$ cat src/rtl/mem_arb_pkg.sv
// mem_arb_pkg: shared state/requester types and width defaults for the memory port arbiter
package mem_arb_pkg;
  localparam int ADDR_W_DEF = 6;
  localparam int DATA_W_DEF = 32;
  typedef enum logic [1:0] {IDLE, SERVE_I, SERVE_D} state_e;
  typedef enum logic {REQ_I, REQ_D} req_id_e;
endpackage

$ cat src/rtl/arb_pick.sv
// arb_pick: combinational I/D winner select; ARB_ROUND_ROBIN_EN alternates ties, otherwise D beats I
module arb_pick
  import mem_arb_pkg::*;
(
  input  logic    i_req_i,
  input  logic    d_req_i,
`ifdef ARB_ROUND_ROBIN_EN
  input  req_id_e last_grant_i,
`endif
  output logic    any_req_o,
  output req_id_e winner_o
);
  assign any_req_o = i_req_i | d_req_i;
`ifdef ARB_ROUND_ROBIN_EN
  // on a tie the requester that was not granted last goes first
  always_comb winner_o = (i_req_i && d_req_i) ? ((last_grant_i == REQ_D) ? REQ_I : REQ_D) : (d_req_i ? REQ_D : REQ_I);
`else
  // fixed priority: D wins whenever it requests
  always_comb winner_o = d_req_i ? REQ_D : REQ_I;
`endif
endmodule

$ cat src/rtl/mem_port_arbiter.sv
// mem_port_arbiter: shares one data_memory port between I-cache and D-cache, one transaction at a time (ARB_ROUND_ROBIN_EN: round-robin ties)
module mem_port_arbiter
  import mem_arb_pkg::*;
#(
  parameter int ADDR_W = ADDR_W_DEF,
  parameter int DATA_W = DATA_W_DEF
) (
  input  logic              CLK,
  input  logic              RESET,
  input  logic              i_read,
  input  logic [ADDR_W-1:0] i_address,
  output logic [DATA_W-1:0] i_readdata,
  output logic              i_busywait,
  input  logic              d_read,
  input  logic              d_write,
  input  logic [ADDR_W-1:0] d_address,
  input  logic [DATA_W-1:0] d_writedata,
  output logic [DATA_W-1:0] d_readdata,
  output logic              d_busywait,
  output logic              mem_read,
  output logic              mem_write,
  output logic [ADDR_W-1:0] mem_address,
  output logic [DATA_W-1:0] mem_writedata,
  input  logic [DATA_W-1:0] mem_readdata,
  input  logic              mem_busywait
);
  state_e  state_q, state_d;
  logic    seen_busy_q, seen_busy_d;
  logic    d_req, any_req, serving, done;
  req_id_e winner;
`ifdef ARB_ROUND_ROBIN_EN
  req_id_e last_grant_q, last_grant_d;
`endif
  assign d_req   = d_read | d_write;
  assign serving = (state_q == SERVE_I) || (state_q == SERVE_D);
  assign done    = serving && seen_busy_q && !mem_busywait;
  arb_pick u_pick (
    .i_req_i      (i_read),
    .d_req_i      (d_req),
`ifdef ARB_ROUND_ROBIN_EN
    .last_grant_i (last_grant_q),
`endif
    .any_req_o    (any_req),
    .winner_o     (winner)
  );
  // state, memory-busy-seen flag and (optionally) last grant registers
  always_ff @(posedge CLK) begin
    if (RESET) begin
      state_q     <= IDLE;
      seen_busy_q <= 1'b0;
`ifdef ARB_ROUND_ROBIN_EN
      last_grant_q <= REQ_D;
`endif
    end else begin
      state_q     <= state_d;
      seen_busy_q <= seen_busy_d;
`ifdef ARB_ROUND_ROBIN_EN
      last_grant_q <= last_grant_d;
`endif
    end
  end
  // grant from IDLE, hold the SERVE state until memory has gone busy and come back
  always_comb begin
    state_d     = (state_q == IDLE) ? (any_req ? ((winner == REQ_D) ? SERVE_D : SERVE_I) : IDLE) : (done ? IDLE : state_q);
    seen_busy_d = serving && !done && (seen_busy_q || mem_busywait);
`ifdef ARB_ROUND_ROBIN_EN
    last_grant_d = (state_q == IDLE && any_req) ? winner : last_grant_q;
`endif
  end
  // memory-side mux; strobes drop on done so memory does not start again
  always_comb begin
    mem_read      = !done && ((state_q == SERVE_I) ? i_read : (state_q == SERVE_D) && d_read && !d_write);
    mem_write     = !done && (state_q == SERVE_D) && d_write;
    mem_address   = (state_q == SERVE_I) ? i_address : (state_q == SERVE_D) ? d_address : '0;
    mem_writedata = (state_q == SERVE_D) ? d_writedata : '0;
  end
  assign i_busywait = i_read && !(state_q == SERVE_I && done);
  assign d_busywait = d_req && !(state_q == SERVE_D && done);
  assign i_readdata = mem_readdata;
  assign d_readdata = mem_readdata;
endmodule

$ cat config.mk
export PLATFORM = sky130hd
export DESIGN_NAME = mem_port_arbiter
export DESIGN_NICKNAME = d
export VERILOG_FILES = /design/src/rtl/mem_arb_pkg.sv /design/src/rtl/arb_pick.sv /design/src/rtl/mem_port_arbiter.sv
export SDC_FILE = /design/constraint.sdc
export NUM_CORES = 1
export LEC_CHECK = 0
export CAP_MARGIN = 20
export CORE_AREA = 2 2 72 74
export DETAILED_ROUTE_END_ITERATION = 10
export DIE_AREA = 0 0 74 76
export DONT_BUFFER_PORTS = 1
export GPL_ROUTABILITY_DRIVEN = 0
export PLACE_DENSITY_LB_ADDON = 0.15
export REMOVE_ABC_BUFFERS = 1
export SKIP_CTS_REPAIR_TIMING = 1
export SYNTH_ARGS = -nofsm -noshare
export SYNTH_HDL_FRONTEND = slang
export SYNTH_SLANG_ARGS = --single-unit
$ cat constraint.sdc
create_clock -name CLK -period 1.85 [get_ports CLK]
set_clock_uncertainty 0.15 [all_clocks]
set_input_delay 0.37 -clock CLK [delete_from_list [all_inputs] [get_ports CLK]]
set_output_delay 0.37 -clock CLK [all_outputs]
set_load 0.01 [all_outputs]
==> metrics.cfg <==
[outcome]
status=finished, violations left
failed_checks=setup timing

[worst_setup_path]
crit_start=state_q[0]
end_kind=primary output
crit-reg2reg-launch=state_q[0]
required_ps=1330
path_class=reg -> out
crit_path_max_fanout=6
r2r_cells=4
rrSetupSlack_ps=490
cp-start-kind=flip-flop
timing.rr.end=state_q[1]
critPathArrivalTime_ps=1350
critical_path.endpoint=mem_write

[run]
maxCapViolCount=0

[logic_synthesis]
syn_inst=135
netlist_area_um2=988.4
synthAdderAreaFrac=0.03797
synth_compound_area_frac=0.08228
async_flop_share=0
synth-xor-area-share=0
ys_ff_latch=3
synthMuxAreaShare=0
ys_seq_area_frac=0.06076
netlist_top_cells_count=buf_4, and2_1, a22o_1, nand2_1
synth_top_area_cell=buf_4
syn_area_per_cell_um2=7.322
synth_cell_types=19
synth_top_family_by_area=buffers and inverters
post-synth-top-area-fraction=0.4861
ys.flop_type=dfxtp_1
synthSimpleGateAreaFrac=0.2962
ys_top_cells_by_area=buf_4, and2_1, dfxtp_1, a22o_1, ha_1
synth_most_common_cell=buf_4
yosysWarnings=0
synth_edf_count=0

[power_and_ir_drop]
p_leak_nw=0.2769
seqPwrFrac=0.150
p_clk_frac=0.381
power_mw=0.4960
internal_power_mw=0.3056
share_comb_of_total_power=0.468
p_sw_frac=0.3839
powerDensity_mw_per_mm2=676.5
p_sw_mw=0.1904
ir_worst_vdd_uv=276.8

[detailed_routing]
dr.pass1.iters=4
wirelength_um=6143
avgViaCountPerCell=4.541
drc=0
routedWlPerCell_um=42.08
drtAntennaViolNets=0
vias=663
drt_iter0_markers=43

[clock_tree]
cts.htree.levels=1
cts_buffer_depth=2
clk_pin_slew_ps=30
cts_tree=built
clock-sinks=3
cts_root_buf=clkbuf_8
clk_latency_ps=210
cts_inserted_buffers=3

[timing]
finalWorstSetupSlack_ps=-17.69
max_slew_margin=0.8306
grt_setup_unrepaired=yes
max_freq_mhz=535.4
min_period_ps=1868
tns_ps=-18.51
worstMarginPinSlew_ps=253.3
finalCritPeriodShare=1.010
hold_viol=0
drv_slew=0
finalSetupViolCount=2

[die]
rows=26
die_w_um=74
initial_core_util=0.2012
die_y_um=76
ios=188
coreArea_mm2=0.004912
dieArea_mm2=0.005624

[finish]
areaGrowthSynthToFinish_pct=-25.82
diodes=0
layout-drive-gt1-share=0.4737
nNetsFinal=162
num-fill-cells=562
instances_no_fill=146

[grt]
grt_pass1_wl_um=7431
grt-ovfl-total=0
grt_max_degree=16
antenna_found_initial=0
grt_pass1_vias=716
grt_use_total=0.2081

[placement]
dp_worst_setup_slack_ps=44.82
placedCellCount=142
io_buffers=0
hpwl_um=5631

[min_path]
min_from=RESET
hold_class=in -> reg

==> sequential cells by signal (all words and copies together) (netlist names) <==
register,cells
state_q,2
seen_busy_q,1
==> power by group through the flow <==
stage / combinational (mW) / sequential, mW / clock (mW)
after floorplan: 0.139 / 0.0731 / 0
after global placement: 0.207 / 0.0733 / 0
after detailed placement: 0.206 / 0.0736 / 0
after CTS: 0.208 / 0.0729 / 0.196
after global routing: 0.253 / 0.0752 / 0.208
final: 0.232 / 0.0745 / 0.189
==> final cells by class <==
type                       count  area [um^2]  share of cell area
clock buffer                   4        45.04             0.06143
timing repair buffer           6        52.55             0.07167
multi-input combinational     60        474.2              0.6468
inverter                       3        11.26             0.01536
tap                           70        87.58              0.1195
sequential                     3        62.56             0.08532
==> critical path, cell delays in order (launching register included) <==
cell and delay [ps]:
dfxtp_2 330, inv_2 60, ha_4 260, and3b_2 310
nor2_4 50, buf_6 120
==> metal layers <==
metal	up-vias	track usage	wire, um
met5	-	0	0
met4	0	0.03636	104
met3	8	0.4087	2388
met2	142	0.2482	2134
met1	270	0.1426	1515
li1	243	-	-
==> cell usage in the layout, fill, tap and decap left out <==
master | Yosys | final
buf_6 | 0 | 2
o22ai_1 | 1 | 1
a21oi_4 | 0 | 1
o32ai_1 | 1 | 1
and3b_2 | 0 | 1
buf_4 | 64 | 4
clkbuf_8 | 0 | 3
a21boi_2 | 0 | 1
dfxtp_2 | 0 | 2
ha_4 | 0 | 1
a21oi_2 | 0 | 1
inv_1 | 3 | 1
clkbuf_1 | 0 | 1
and2_1 | 32 | 18
dfxtp_1 | 3 | 1
ha_2 | 0 | 2
nand2_1 | 5 | 5
and2_2 | 0 | 14
nor2b_4 | 1 | 1
inv_2 | 0 | 2
nand4bb_1 | 2 | 2
nor2_1 | 3 | 2
o21ai_0 | 1 | 1
a22o_1 | 5 | 5
or3b_1 | 2 | 2
nor2_4 | 0 | 1
==> how the worst min path moves through the flow <==
stage             endpoint  slack (ps)  cells past startpoint
3_5_place_dp   seen_busy_q         300                      1
3_3_place_gp   seen_busy_q         300                      1
5_1_grt        seen_busy_q          60                      1
4_1_cts        seen_busy_q          70                      1
2_1_floorplan  seen_busy_q         290                      1
6_report       seen_busy_q          70                      1
==> through the flow <==
stage / cell area (um^2) / hold slack [ps] / util
5_1_grt: 733.2 / 64.94 / 0.1493
3_3_place_gp: 615.6 / 295.2 / 0.1253
3_5_place_dp: 615.6 / 295.2 / 0.1253
2_1_floorplan: 483.0 / 291.6 / -
4_1_cts: 660.6 / 67.83 / 0.1345
6_report: 733.2 / 72.82 / 0.1493
==> cell families (layout without fill, tap and decap cells) <==
logic type               count (synthesis)  in the layout
buffers and inverters                   72             13
AO/OA/AOI/OAI                           11             11
adder cells (fa/ha/maj)                  3              3
AND/OR/NAND/NOR                         46             46
flip-flops                               3              3
Power figures use the tool's default switching activity.
